### src/rtl/mem_ctrl_if.sv
// rtl/mem_ctrl_if.sv - request/response and RAM-port bundle for the byte-serial memory controller
//
// Ports grouped here:
//   memctl_op/len/addr/data -> controller    MEM-stage request
//   memctl_fin/out          <- controller    MEM-stage completion pulse and load data
//   if_req/if_addr          -> controller    IF-stage word fetch request
//   if_fin/if_data          <- controller    fetch completion pulse and word
//   mem_din                 -> controller    RAM read data (one cycle after mem_a)
//   mem_dout/mem_a/mem_wr   <- controller    RAM write data, byte address, write strobe
// Modports: slave = controller side, master = requesters plus RAM.
interface mem_ctrl_if #(
    parameter int ADDR_W = 32
);
    logic [1:0]        memctl_op;
    logic [1:0]        memctl_len;
    logic [31:0]       memctl_addr;
    logic [31:0]       memctl_data;
    logic              memctl_fin;
    logic [31:0]       memctl_out;
    logic              if_req;
    logic [31:0]       if_addr;
    logic              if_fin;
    logic [31:0]       if_data;
    logic [7:0]        mem_din;
    logic [7:0]        mem_dout;
    logic [ADDR_W-1:0] mem_a;
    logic              mem_wr;

    modport slave (
        input  memctl_op, memctl_len, memctl_addr, memctl_data, if_req, if_addr, mem_din,
        output memctl_fin, memctl_out, if_fin, if_data, mem_dout, mem_a, mem_wr
    );

    modport master (
        output memctl_op, memctl_len, memctl_addr, memctl_data, if_req, if_addr, mem_din,
        input  memctl_fin, memctl_out, if_fin, if_data, mem_dout, mem_a, mem_wr
    );
endinterface

### src/rtl/mem_ctrl.sv
// rtl/mem_ctrl.sv - byte-serial memory controller arbitrating MEM loads/stores and IF fetches
//
// Ports:
//   clk_in   clock, all state on the rising edge
//   rst_in   asynchronous reset, active-low
//   rdy_in   0 freezes FSM and output registers; mem_wr forced 0
//   bus      mem_ctrl_if.slave: MEM request/response, IF fetch, 8-bit RAM port
// Parameters:
//   ADDR_W        RAM address width; upper request-address bits are dropped
//   MEM_PRIORITY  1: MEM port wins simultaneous requests, 0: IF port wins
module mem_ctrl #(
    parameter int ADDR_W       = 32,
    parameter bit MEM_PRIORITY = 1'b1
) (
    input  logic        clk_in,
    input  logic        rst_in,
    input  logic        rdy_in,
    mem_ctrl_if.slave   bus
);
    typedef enum logic [1:0] {S_IDLE, S_RD, S_WR, S_DONE} state_t;

    state_t            state;
    logic              own_if;      // 1: current transaction belongs to the IF port
    logic [31:0]       addr_q;
    logic [31:0]       data_q;
    logic [2:0]        n_q;         // bytes in this transaction: 1, 2 or 4
    logic [2:0]        idx_q;       // next byte index to put on mem_a / mem_dout
    logic [2:0]        cap_q;       // bytes of read data captured so far
    logic              live_q;      // mem_a currently carries a read byte
    logic              pend_q;      // a read was issued last rdy cycle; mem_din holds it now
    logic [31:0]       buf_q;
    logic              wr_q;
    logic [ADDR_W-1:0] a_q;
    logic [7:0]        dout_q;
    logic              mfin_q;
    logic              ifin_q;
    logic [31:0]       mout_q;
    logic [31:0]       ifdata_q;

    logic              mem_req;
    logic              grant_mem;
    logic              grant_if;
    logic [2:0]        req_n;
    logic [2:0]        cap_next;
    logic [31:0]       addr_i;
    logic [31:0]       rd_next;

    assign mem_req   = (bus.memctl_op == 2'b01) || (bus.memctl_op == 2'b10);
    assign grant_mem = mem_req && (MEM_PRIORITY || !bus.if_req);
    assign grant_if  = bus.if_req && !grant_mem;
    assign req_n     = (bus.memctl_len == 2'b00) ? 3'd1 :
                       (bus.memctl_len == 2'b01) ? 3'd2 : 3'd4;
    assign cap_next  = cap_q + {2'b00, pend_q};
    // 32-bit sum so addresses wrap past 0xFFFFFFFF before truncation to ADDR_W
    assign addr_i    = addr_q + {29'd0, idx_q};

    // Read buffer with the in-flight byte merged in, so the completing edge can
    // publish the full word without an extra cycle.
    always_comb begin
        rd_next = buf_q;
        if (pend_q) begin
            rd_next[{cap_q[1:0], 3'b000} +: 8] = bus.mem_din;
        end
    end

    always_ff @(posedge clk_in or negedge rst_in) begin
        if (!rst_in) begin
            state    <= S_IDLE;
            own_if   <= 1'b0;
            addr_q   <= '0;
            data_q   <= '0;
            n_q      <= '0;
            idx_q    <= '0;
            cap_q    <= '0;
            live_q   <= 1'b0;
            pend_q   <= 1'b0;
            buf_q    <= '0;
            wr_q     <= 1'b0;
            a_q      <= '0;
            dout_q   <= '0;
            mfin_q   <= 1'b0;
            ifin_q   <= 1'b0;
            mout_q   <= '0;
            ifdata_q <= '0;
        end else begin
            // The RAM returns data for last cycle's address even during a stall,
            // so capture is not gated by rdy_in.
            if (state == S_RD && pend_q) begin
                buf_q  <= rd_next;
                cap_q  <= cap_next;
                pend_q <= 1'b0;
            end

            if (rdy_in) begin
                case (state)
                    S_IDLE: begin
                        if (grant_mem || grant_if) begin
                            own_if <= grant_if;
                            addr_q <= grant_if ? bus.if_addr : bus.memctl_addr;
                            data_q <= bus.memctl_data;
                            n_q    <= grant_if ? 3'd4 : req_n;
                            a_q    <= ADDR_W'(grant_if ? bus.if_addr : bus.memctl_addr);
                            idx_q  <= 3'd1;
                            cap_q  <= '0;
                            pend_q <= 1'b0;
                            buf_q  <= '0;
                            if (grant_mem && bus.memctl_op == 2'b10) begin
                                wr_q   <= 1'b1;
                                dout_q <= bus.memctl_data[7:0];
                                state  <= S_WR;
                            end else begin
                                live_q <= 1'b1;
                                state  <= S_RD;
                            end
                        end
                    end
                    S_RD: begin
                        pend_q <= live_q;
                        if (cap_next == n_q) begin
                            live_q <= 1'b0;
                            a_q    <= '0;
                            state  <= S_DONE;
                            if (own_if) begin
                                ifin_q   <= 1'b1;
                                ifdata_q <= rd_next;
                            end else begin
                                mfin_q <= 1'b1;
                                mout_q <= rd_next;
                            end
                        end else if (idx_q < n_q) begin
                            a_q    <= ADDR_W'(addr_i);
                            idx_q  <= idx_q + 3'd1;
                            live_q <= 1'b1;
                        end else begin
                            // last byte issued; wait for its data to come back
                            live_q <= 1'b0;
                            a_q    <= '0;
                        end
                    end
                    S_WR: begin
                        if (idx_q < n_q) begin
                            a_q    <= ADDR_W'(addr_i);
                            dout_q <= data_q[{idx_q[1:0], 3'b000} +: 8];
                            idx_q  <= idx_q + 3'd1;
                        end else begin
                            wr_q   <= 1'b0;
                            a_q    <= '0;
                            dout_q <= '0;
                            mfin_q <= 1'b1;
                            state  <= S_DONE;
                        end
                    end
                    S_DONE: begin
                        // requests seen here are deliberately ignored
                        mfin_q <= 1'b0;
                        ifin_q <= 1'b0;
                        state  <= S_IDLE;
                    end
                    default: state <= S_IDLE;
                endcase
            end
        end
    end

    assign bus.memctl_fin = mfin_q;
    assign bus.memctl_out = mout_q;
    assign bus.if_fin     = ifin_q;
    assign bus.if_data    = ifdata_q;
    assign bus.mem_a      = a_q;
    assign bus.mem_dout   = dout_q;
    assign bus.mem_wr     = wr_q & rdy_in;
endmodule
### src/flat_wrapper.sv
// flat-port wrapper written by rule: the top's interface ports become plain ports
module mem_ctrl_flat 
#(
    parameter int ADDR_W       = 32,
    parameter bit MEM_PRIORITY = 1'b1
)
  (clk_in, rst_in, rdy_in, bus_memctl_op, bus_memctl_len, bus_memctl_addr, bus_memctl_data, bus_if_req, bus_if_addr, bus_mem_din, bus_memctl_fin, bus_memctl_out, bus_if_fin, bus_if_data, bus_mem_dout, bus_mem_a, bus_mem_wr);
  mem_ctrl_if #(.ADDR_W(ADDR_W)) bus_i ();
  input  logic clk_in;
  input  logic rst_in;
  input  logic rdy_in;
  input wire logic [$bits(bus_i.memctl_op)-1:0] bus_memctl_op;
  input wire logic [$bits(bus_i.memctl_len)-1:0] bus_memctl_len;
  input wire logic [$bits(bus_i.memctl_addr)-1:0] bus_memctl_addr;
  input wire logic [$bits(bus_i.memctl_data)-1:0] bus_memctl_data;
  input wire logic [$bits(bus_i.if_req)-1:0] bus_if_req;
  input wire logic [$bits(bus_i.if_addr)-1:0] bus_if_addr;
  input wire logic [$bits(bus_i.mem_din)-1:0] bus_mem_din;
  output wire logic [$bits(bus_i.memctl_fin)-1:0] bus_memctl_fin;
  output wire logic [$bits(bus_i.memctl_out)-1:0] bus_memctl_out;
  output wire logic [$bits(bus_i.if_fin)-1:0] bus_if_fin;
  output wire logic [$bits(bus_i.if_data)-1:0] bus_if_data;
  output wire logic [$bits(bus_i.mem_dout)-1:0] bus_mem_dout;
  output wire logic [$bits(bus_i.mem_a)-1:0] bus_mem_a;
  output wire logic [$bits(bus_i.mem_wr)-1:0] bus_mem_wr;
  assign bus_i.memctl_op = bus_memctl_op;
  assign bus_i.memctl_len = bus_memctl_len;
  assign bus_i.memctl_addr = bus_memctl_addr;
  assign bus_i.memctl_data = bus_memctl_data;
  assign bus_i.if_req = bus_if_req;
  assign bus_i.if_addr = bus_if_addr;
  assign bus_i.mem_din = bus_mem_din;
  assign bus_memctl_fin = bus_i.memctl_fin;
  assign bus_memctl_out = bus_i.memctl_out;
  assign bus_if_fin = bus_i.if_fin;
  assign bus_if_data = bus_i.if_data;
  assign bus_mem_dout = bus_i.mem_dout;
  assign bus_mem_a = bus_i.mem_a;
  assign bus_mem_wr = bus_i.mem_wr;
  mem_ctrl #(.ADDR_W(ADDR_W), .MEM_PRIORITY(MEM_PRIORITY)) u_core (.clk_in(clk_in), .rst_in(rst_in), .rdy_in(rdy_in), .bus(bus_i));
endmodule
### config.mk
export PLATFORM = sky130hd
export DESIGN_NAME = mem_ctrl_flat
export DESIGN_NICKNAME = d
export VERILOG_FILES = /design/src/rtl/mem_ctrl_if.sv /design/src/rtl/mem_ctrl.sv /design/src/flat_wrapper.sv
export SDC_FILE = /design/constraint.sdc
export NUM_CORES = 1
export LEC_CHECK = 0
export CAP_MARGIN = 0
export CORE_MARGIN = 5
export CORE_UTILIZATION = 53
export CTS_BUF_LIST = sky130_fd_sc_hd__clkbuf_8
export CTS_CLUSTER_DIAMETER = 50
export DETAILED_ROUTE_END_ITERATION = 8
export HOLD_SLACK_MARGIN = 0.05
export PLACE_DENSITY = 0.83
export SLEW_MARGIN = 5
export SYNTH_ARGS = -nofsm -noshare
export SYNTH_HDL_FRONTEND = slang
export SYNTH_SLANG_ARGS = --single-unit
### constraint.sdc
create_clock -name clk_in -period 3.3 [get_ports clk_in]
set_clock_uncertainty 0.05 [all_clocks]
set_input_delay 0.66 -clock clk_in [delete_from_list [all_inputs] [get_ports clk_in]]
set_output_delay 0.66 -clock clk_in [all_outputs]
set_load 0.01 [all_outputs]
=== After elaboration in Yosys (flattened, before gate mapping) ===
Cells that the tools add are included.

* Register bits after elaboration: 217
* Output and inout bits: 107
* Input bits: 112
* Word-level logic and storage cells: 117

* Reduce and logical (&&, ||, !) cells: 24
* Mux-type cells: 51
* Shift-type cells: 3
* $lt $le $gt $ge: 1
* Add/subtract/negate cells: 4
* Bitwise operators: 2
* Equality and inequality tests: 15

{| class="wikitable"
|+ Operators by type and width
! kind !! number
|-
| $mux W32 || 9
|-
| $pmux W32 S3 || 1
|-
| $add A32 B3 Y32 || 1
|-
| $bwmux W32 || 1
|-
| $shift A8 B7 Y32 const A || 1
|-
| $shiftx A32 B6 Y8 || 1
|-
| $shiftx A8 B7 Y32 || 1
|-
| $mux W3 || 10
|-
| $reduce_and A4 Y1 || 7
|-
| $mux W8 || 3
|-
| $pmux W8 S2 || 1
|-
| $mux W1 || 15
|-
| $ne A2 B2 Y1 const B || 5
|-
| $reduce_and A5 Y1 || 2
|-
| $pmux W3 S3 || 1
|-
| $mux W2 || 4
|-
| $pmux W1 S2 || 4
|-
| $pmux W2 S4 || 1
|-
| $neg A5 Y7 || 1
|-
| $eq A2 B1 Y1 const B || 3
|-
| $eq A2 B2 Y1 const B || 3
|-
| $ne A2 B1 Y1 const B || 3
|-
| $reduce_and A3 Y1 || 2
|-
| $reduce_bool A2 Y1 || 3
|-
| 12 further kinds || 17
|}

=== Longest topological paths before layout ===
* Depth in word-level cells: 8
* Gate-level depth with buffers: 10
* Gate-level depth less buffers: 8

=== Worst setup path before layout ===
OpenSTA, ideal clock, no wires.

* Kind: register to register
* From: reg u_core.idx_q[1]
* To: reg u_core.a_q[30], in the netlist u_core.bus.mem_a[30]
* Cell stages (with the launch flop): 10
* Data required time: 3164 ps
* Slack: 731 ps
* Arrival: 2433 ps
* Buffers on the path: 2
* Clock period less this slack: 2569 ps
* Setup time: 86 ps
* Path through: dfrtp_1 clkbuf_1 inv_1 fa_1 nor2b_1 o2111a_1 clkbuf_1 nand4_1 nor3b_1 nor3_1

* Longest elaborated chain between the ends: 4
* Elaborated cells on any way between the ends: 5
* Those cells by class: add/sub (1); order compare (1); mux (3)

{| class="wikitable"
|+ RTL lines
! item !! RTL line !! RTL
|-
| start: declaration || mem_ctrl.sv:27 || <nowiki>logic [2:0] idx_q;</nowiki>
|-
| start signal: assignment || mem_ctrl.sv:132 || <nowiki>idx_q <= idx_q + 3'd1;</nowiki>
|-
| start signal: assignment || mem_ctrl.sv:144 || <nowiki>idx_q <= idx_q + 3'd1;</nowiki>
|-
| $add A32 B3 Y32 / $lt A3 B3 Y1 (equally long branches) || mem_ctrl.sv:55, mem_ctrl.sv:130, mem_ctrl.sv:141 ||
|-
| $mux W32 * || mem_ctrl.sv:130, mem_ctrl.sv:141 ||
|-
| $mux W32 || mem_ctrl.sv:119 || <nowiki>if (cap_next == n_q) begin</nowiki>
|-
| $pmux W32 S3 * || mem_ctrl.sv:95 || <nowiki>case (state)</nowiki>
|-
| end signal: assignment || mem_ctrl.sv:102 || <nowiki>a_q <= ADDR_W'(grant_if ? bus.if_addr : bus.memctl_addr);</nowiki>
|-
| end signal: assignment || mem_ctrl.sv:131 || <nowiki>a_q <= ADDR_W'(addr_i);</nowiki>
|-
| end signal: assignment || mem_ctrl.sv:142 || <nowiki>a_q <= ADDR_W'(addr_i);</nowiki>
|-
| end: declaration || mem_ctrl.sv:33 || <nowiki>logic [ADDR_W-1:0] a_q;</nowiki>
|}

Mark *: on every way between the ends. The rest lies on a longest branch, timed or not.
A chain may end at the register's enable or synchronous reset.

=== Final worst setup path ===
* From: reg u_core.cap_q[0]
* To: reg u_core.a_q[21], in the netlist u_core.bus.mem_a[21]

* Longest elaborated chain between the ends: 4

{| class="wikitable"
|+ RTL lines
! item !! RTL line !! RTL
|-
| start: declaration || mem_ctrl.sv:28 || <nowiki>logic [2:0] cap_q;</nowiki>
|-
| start signal: assignment || mem_ctrl.sv:90 || <nowiki>cap_q <= cap_next;</nowiki>
|-
| $add A3 B1 Y3 || mem_ctrl.sv:53 || <nowiki>assign cap_next = cap_q + {2'b00, pend_q};</nowiki>
|-
| $eq A3 B3 Y1 || mem_ctrl.sv:119 ||
|-
| $mux W32 || mem_ctrl.sv:119 ||
|-
| $pmux W32 S3 || mem_ctrl.sv:95 ||
|}

Every way passes these cells.

==> qor.csv <==
stage;metric;value;unit
synth;ys.flop_type;dfrtp_1;
power_and_ir_drop;p_clk_share;19.9;%
clock_network;clk_latency;0.52;ns
clock_network;cts_buffer_depth;3;
synth;synthCells;995;
synth;ys_types;58;
finish;final_cell_mix;clkdlybuf4s50_1 (217), dfrtp_1 (217), nor2_1 (140);
grt;grt_max_degree;80;
setup_path;crit_path_max_incr_delay;0.53;ns
routing;drtAntennaViolNets;0;
synth;postSynth.asyncResetShare;100;%
clock_network;cts_made_buffers;38;
placement;dp_cells;1433;
status;status;finished, final reports clean;
finish;num_antenna_cells;0;
setup_path;path_cells;ha_1 -> ha_1 -> xor2_1 -> or3_1 -> o2111a_1 -> nand2_1 -> o21ai_0;
setup_path;path_max_fanout;14;
power_and_ir_drop;switchingPower;4670;uW
clock_network;post_cts_buffers;0;
clock_network;post_cts_resize_count;0;
placement;gp_congestion;0.829;
timing;fin_crit;2.95;ns
setup_path;critPathLaunchType;flip-flop;
finish;nNetsFinal;1340;
power_and_ir_drop;comb_power_share;43.4;%
floorplanning;die_area;0.0224;mm^2
routing;drt-vias-per-instance;5.73;
setup_path;crit_required;3.61;ns
timing;rsz0062_at_grt;no;
grt;grt_pass1_wl;43200;um
floorplanning;initial_core_util;53.5;%
power_and_ir_drop;vdd_drop_max;0.000489;V
synth;yosysWarnings;0;
routing;routedWlPerCell;17.8;um
synth;ys_seq_area_share;52.5;%
routing;drt_wl_total;26700;um
timing;tns;0;ns
placement;io_buffers;218;
clock_network;clock-root-buffer;clkbuf_8;
setup_path;r2r_cells;7;
power_and_ir_drop;power_density;929;mW/mm^2
routing;vias;8590;
floorplanning;ioPinCount;219;
synth;synth_nets;1127;
routing;drcViolationCount;0;
power_and_ir_drop;leakagePower;0.00588;uW
setup_path;cp_top_family;simple AND/OR/NAND/NOR gates;
setup_path;critPathKind;flip-flop to flip-flop;
timing;slew-limit-headroom;43.8;%
floorplanning;rows;51;
routing;firstDrtPassIters;6;
floorplanning;die_y;150;um
setup_path;crit_top_cell;ha_1;
placement;dp_hpwl;18700;um
finish;instances_no_fill;1499;
clock_network;cts_tree;built;
timing;worst_slew_pin_slew;0.838;ns
finish;drive_above_1_share;11.2;%
synth;synth_top_area_cell;dfrtp_1;
setup_path;cp.depth;7;
setup_path;path_buf_inv;0;
grt;antenna_found_initial;0;
timing;drv_slew;0;
setup_path;cp_slowest_cell;or3_1;
finish;nFillCells;1426;
synth;ys_top_cells_by_area;dfrtp_1 (52%), a21oi_1 (5.7%), nor2_1 (5.1%), a22oi_1 (4.6%), mux2i_1 (3.8%);
floorplanning;die_w;150;um
routing;drt_iter0_drc;688;
floorplanning;core;0.0193;mm^2
timing;period_share;89.4;%
synth;synth_edf_count;0;
run;cap_viol_max_count;0;
clock_network;path_clk_slew;0.06;ns
synth;synth_top_area_share;52.5;%
timing;hold_viol;0;
power_and_ir_drop;internal-power;7990;uW
power_and_ir_drop;swShare;36.9;%
synth;syn_area;0.0104;mm^2
synth;synth_seq_cells;217;
finish;area.growth.synth_to_final;31.7;%
setup_path;end_kind;flip-flop;
grt;grt_pass1_vias;8476;
clock_network;holdBufCountCts;0;
timing;setup_violations;0;
power_and_ir_drop;seqPwrFrac;36.7;%
timing;timing.fmax;339;MHz
setup_path;critical_path_arrival;3.26;ns
synth;avgSynthCellArea;10.4;um^2
grt;grt_overflow_total;0;
grt;grt_use_total;23.8;%
hold_path;hp-class;primary input to async pin;
clock_network;cts.htree.levels;2;
clock_network;cts.sinks;217;
[Yosys cell counts (2+ instances only)]
master and instances:
nor3b_1 2, a22oi_1 64, o21a_1 12, xnor2_1 5, and2_1 6, nand2b_1 2, mux2_2 34, a22o_1 3
clkbuf_1 42, o211ai_1 3, nor3_1 8, inv_1 19, nand2_1 36, xor2_1 22, ha_1 19, buf_6 3
buf_2 16, nor2_1 140, nor4b_2 3, mux2i_1 39, o21ai_0 59, and3_1 9, dfrtp_1 217, mux4_2 8
o2111ai_1 4, buf_4 2, a21oi_1 118, o2111a_1 2, nand3_1 22, nor4_1 3, a211oi_1 2, buf_1 6
o22ai_1 4, nand4_1 8, o221ai_1 11, nor2b_1 16, and4_1 5
[final timing paths]
check	slack [ns]	start	end
max	0.35	u_core.cap_q[0]	u_core.bus.mem_a[21]
max reg2reg	0.35	u_core.cap_q[0]	u_core.bus.mem_a[21]
min reg2reg	0.43	u_core.bus.mem_dout[5]	u_core.bus.mem_dout[5]
min	0.06	rst_in	u_core.bus.if_data[11]
max in group asynchronous	2.38	rst_in	u_core.data_q[13]
min in group clk_in	0.43	u_core.bus.mem_dout[5]	u_core.bus.mem_dout[5]
[final cells by class]
| type | count | area [um^2] | share of cell area [%] |
|---|---|---|---|
| flip-flops and latches | 217 | 5430 | 39.8 |
| multi-input cells | 690 | 4550 | 33.4 |
| repair buffers | 242 | 2450 | 18.0 |
| clock buffers | 54 | 743 | 5.45 |
| well taps | 265 | 332 | 2.43 |
| inverters | 19 | 71.3 | 0.523 |
| clock inverters | 12 | 52.6 | 0.385 |
[state kept, by name, indices dropped and copies added (netlist names)]
register and flops:
u_core.state 2, u_core.bus.memctl_fin 1, u_core.n_q 3, u_core.cap_q 3
u_core.addr_q 32, u_core.live_q 1, u_core.bus.if_data 32, u_core.own_if 1
u_core.bus.memctl_out 32, u_core.bus.mem_a 32, u_core.bus.mem_dout 8, u_core.buf_q 32
u_core.bus.if_fin 1, u_core.idx_q 3, u_core.data_q 32, u_core.wr_q 1
u_core.pend_q 1
[cell families after synthesis]
| family | Yosys count | share of synthesized area, % |
|---|---|---|
| compound gates | 293 | 17.4 |
| xor+xnor | 28 | 2.51 |
| fa+ha+maj | 20 | 2.49 |
| buf+inv | 88 | 3.67 |
| flops | 217 | 52.5 |
| mux | 81 | 9.21 |
| simple gates | 268 | 12.2 |
[power by group through the flow]
stage	logic [uW]	registers (uW)	clock network, uW
2_1_floorplan	3010	4750	0
3_3_place_gp	5330	4630	0
3_5_place_dp	5520	4660	0
4_1_cts	5540	4640	2570
5_1_grt	6060	4800	2700
6_report	5500	4650	2520
[metal layers]
metal	global-route usage (%)	wire, um
met1	32.1	11200
met2	38.6	12800
met3	5.39	2030
met4	7.18	637
met5	0	0
[worst reg2reg max path, stage by stage, from the launching register on]
cell and delay [ns]:
dfrtp_1 0.47, ha_1 0.23, ha_1 0.31, xor2_1 0.16, or3_1 0.53, o2111a_1 0.42
nand2_1 0.42, o21ai_0 0.21
[through the flow]
| step | hold slack, ns | instance area, um^2 | setup WS (ns) | utilization [%] | total power (uW) |
|---|---|---|---|---|---|
| after floorplan | 0.314 | 10400 | 0.731 | - | 7760 |
| after global placement | 0.411 | 12800 | 0.418 | 66.4 | 9960 |
| after detailed placement | 0.427 | 12800 | 0.306 | 66.4 | 10200 |
| after CTS | 0.0749 | 13600 | 0.312 | 70.5 | 12700 |
| after global routing | 0.0913 | 13600 | 0.249 | 70.5 | 13600 |
| final | 0.0623 | 13600 | 0.351 | 70.5 | 12700 |
No activity file was read; power rests on OpenSTA's default activity.
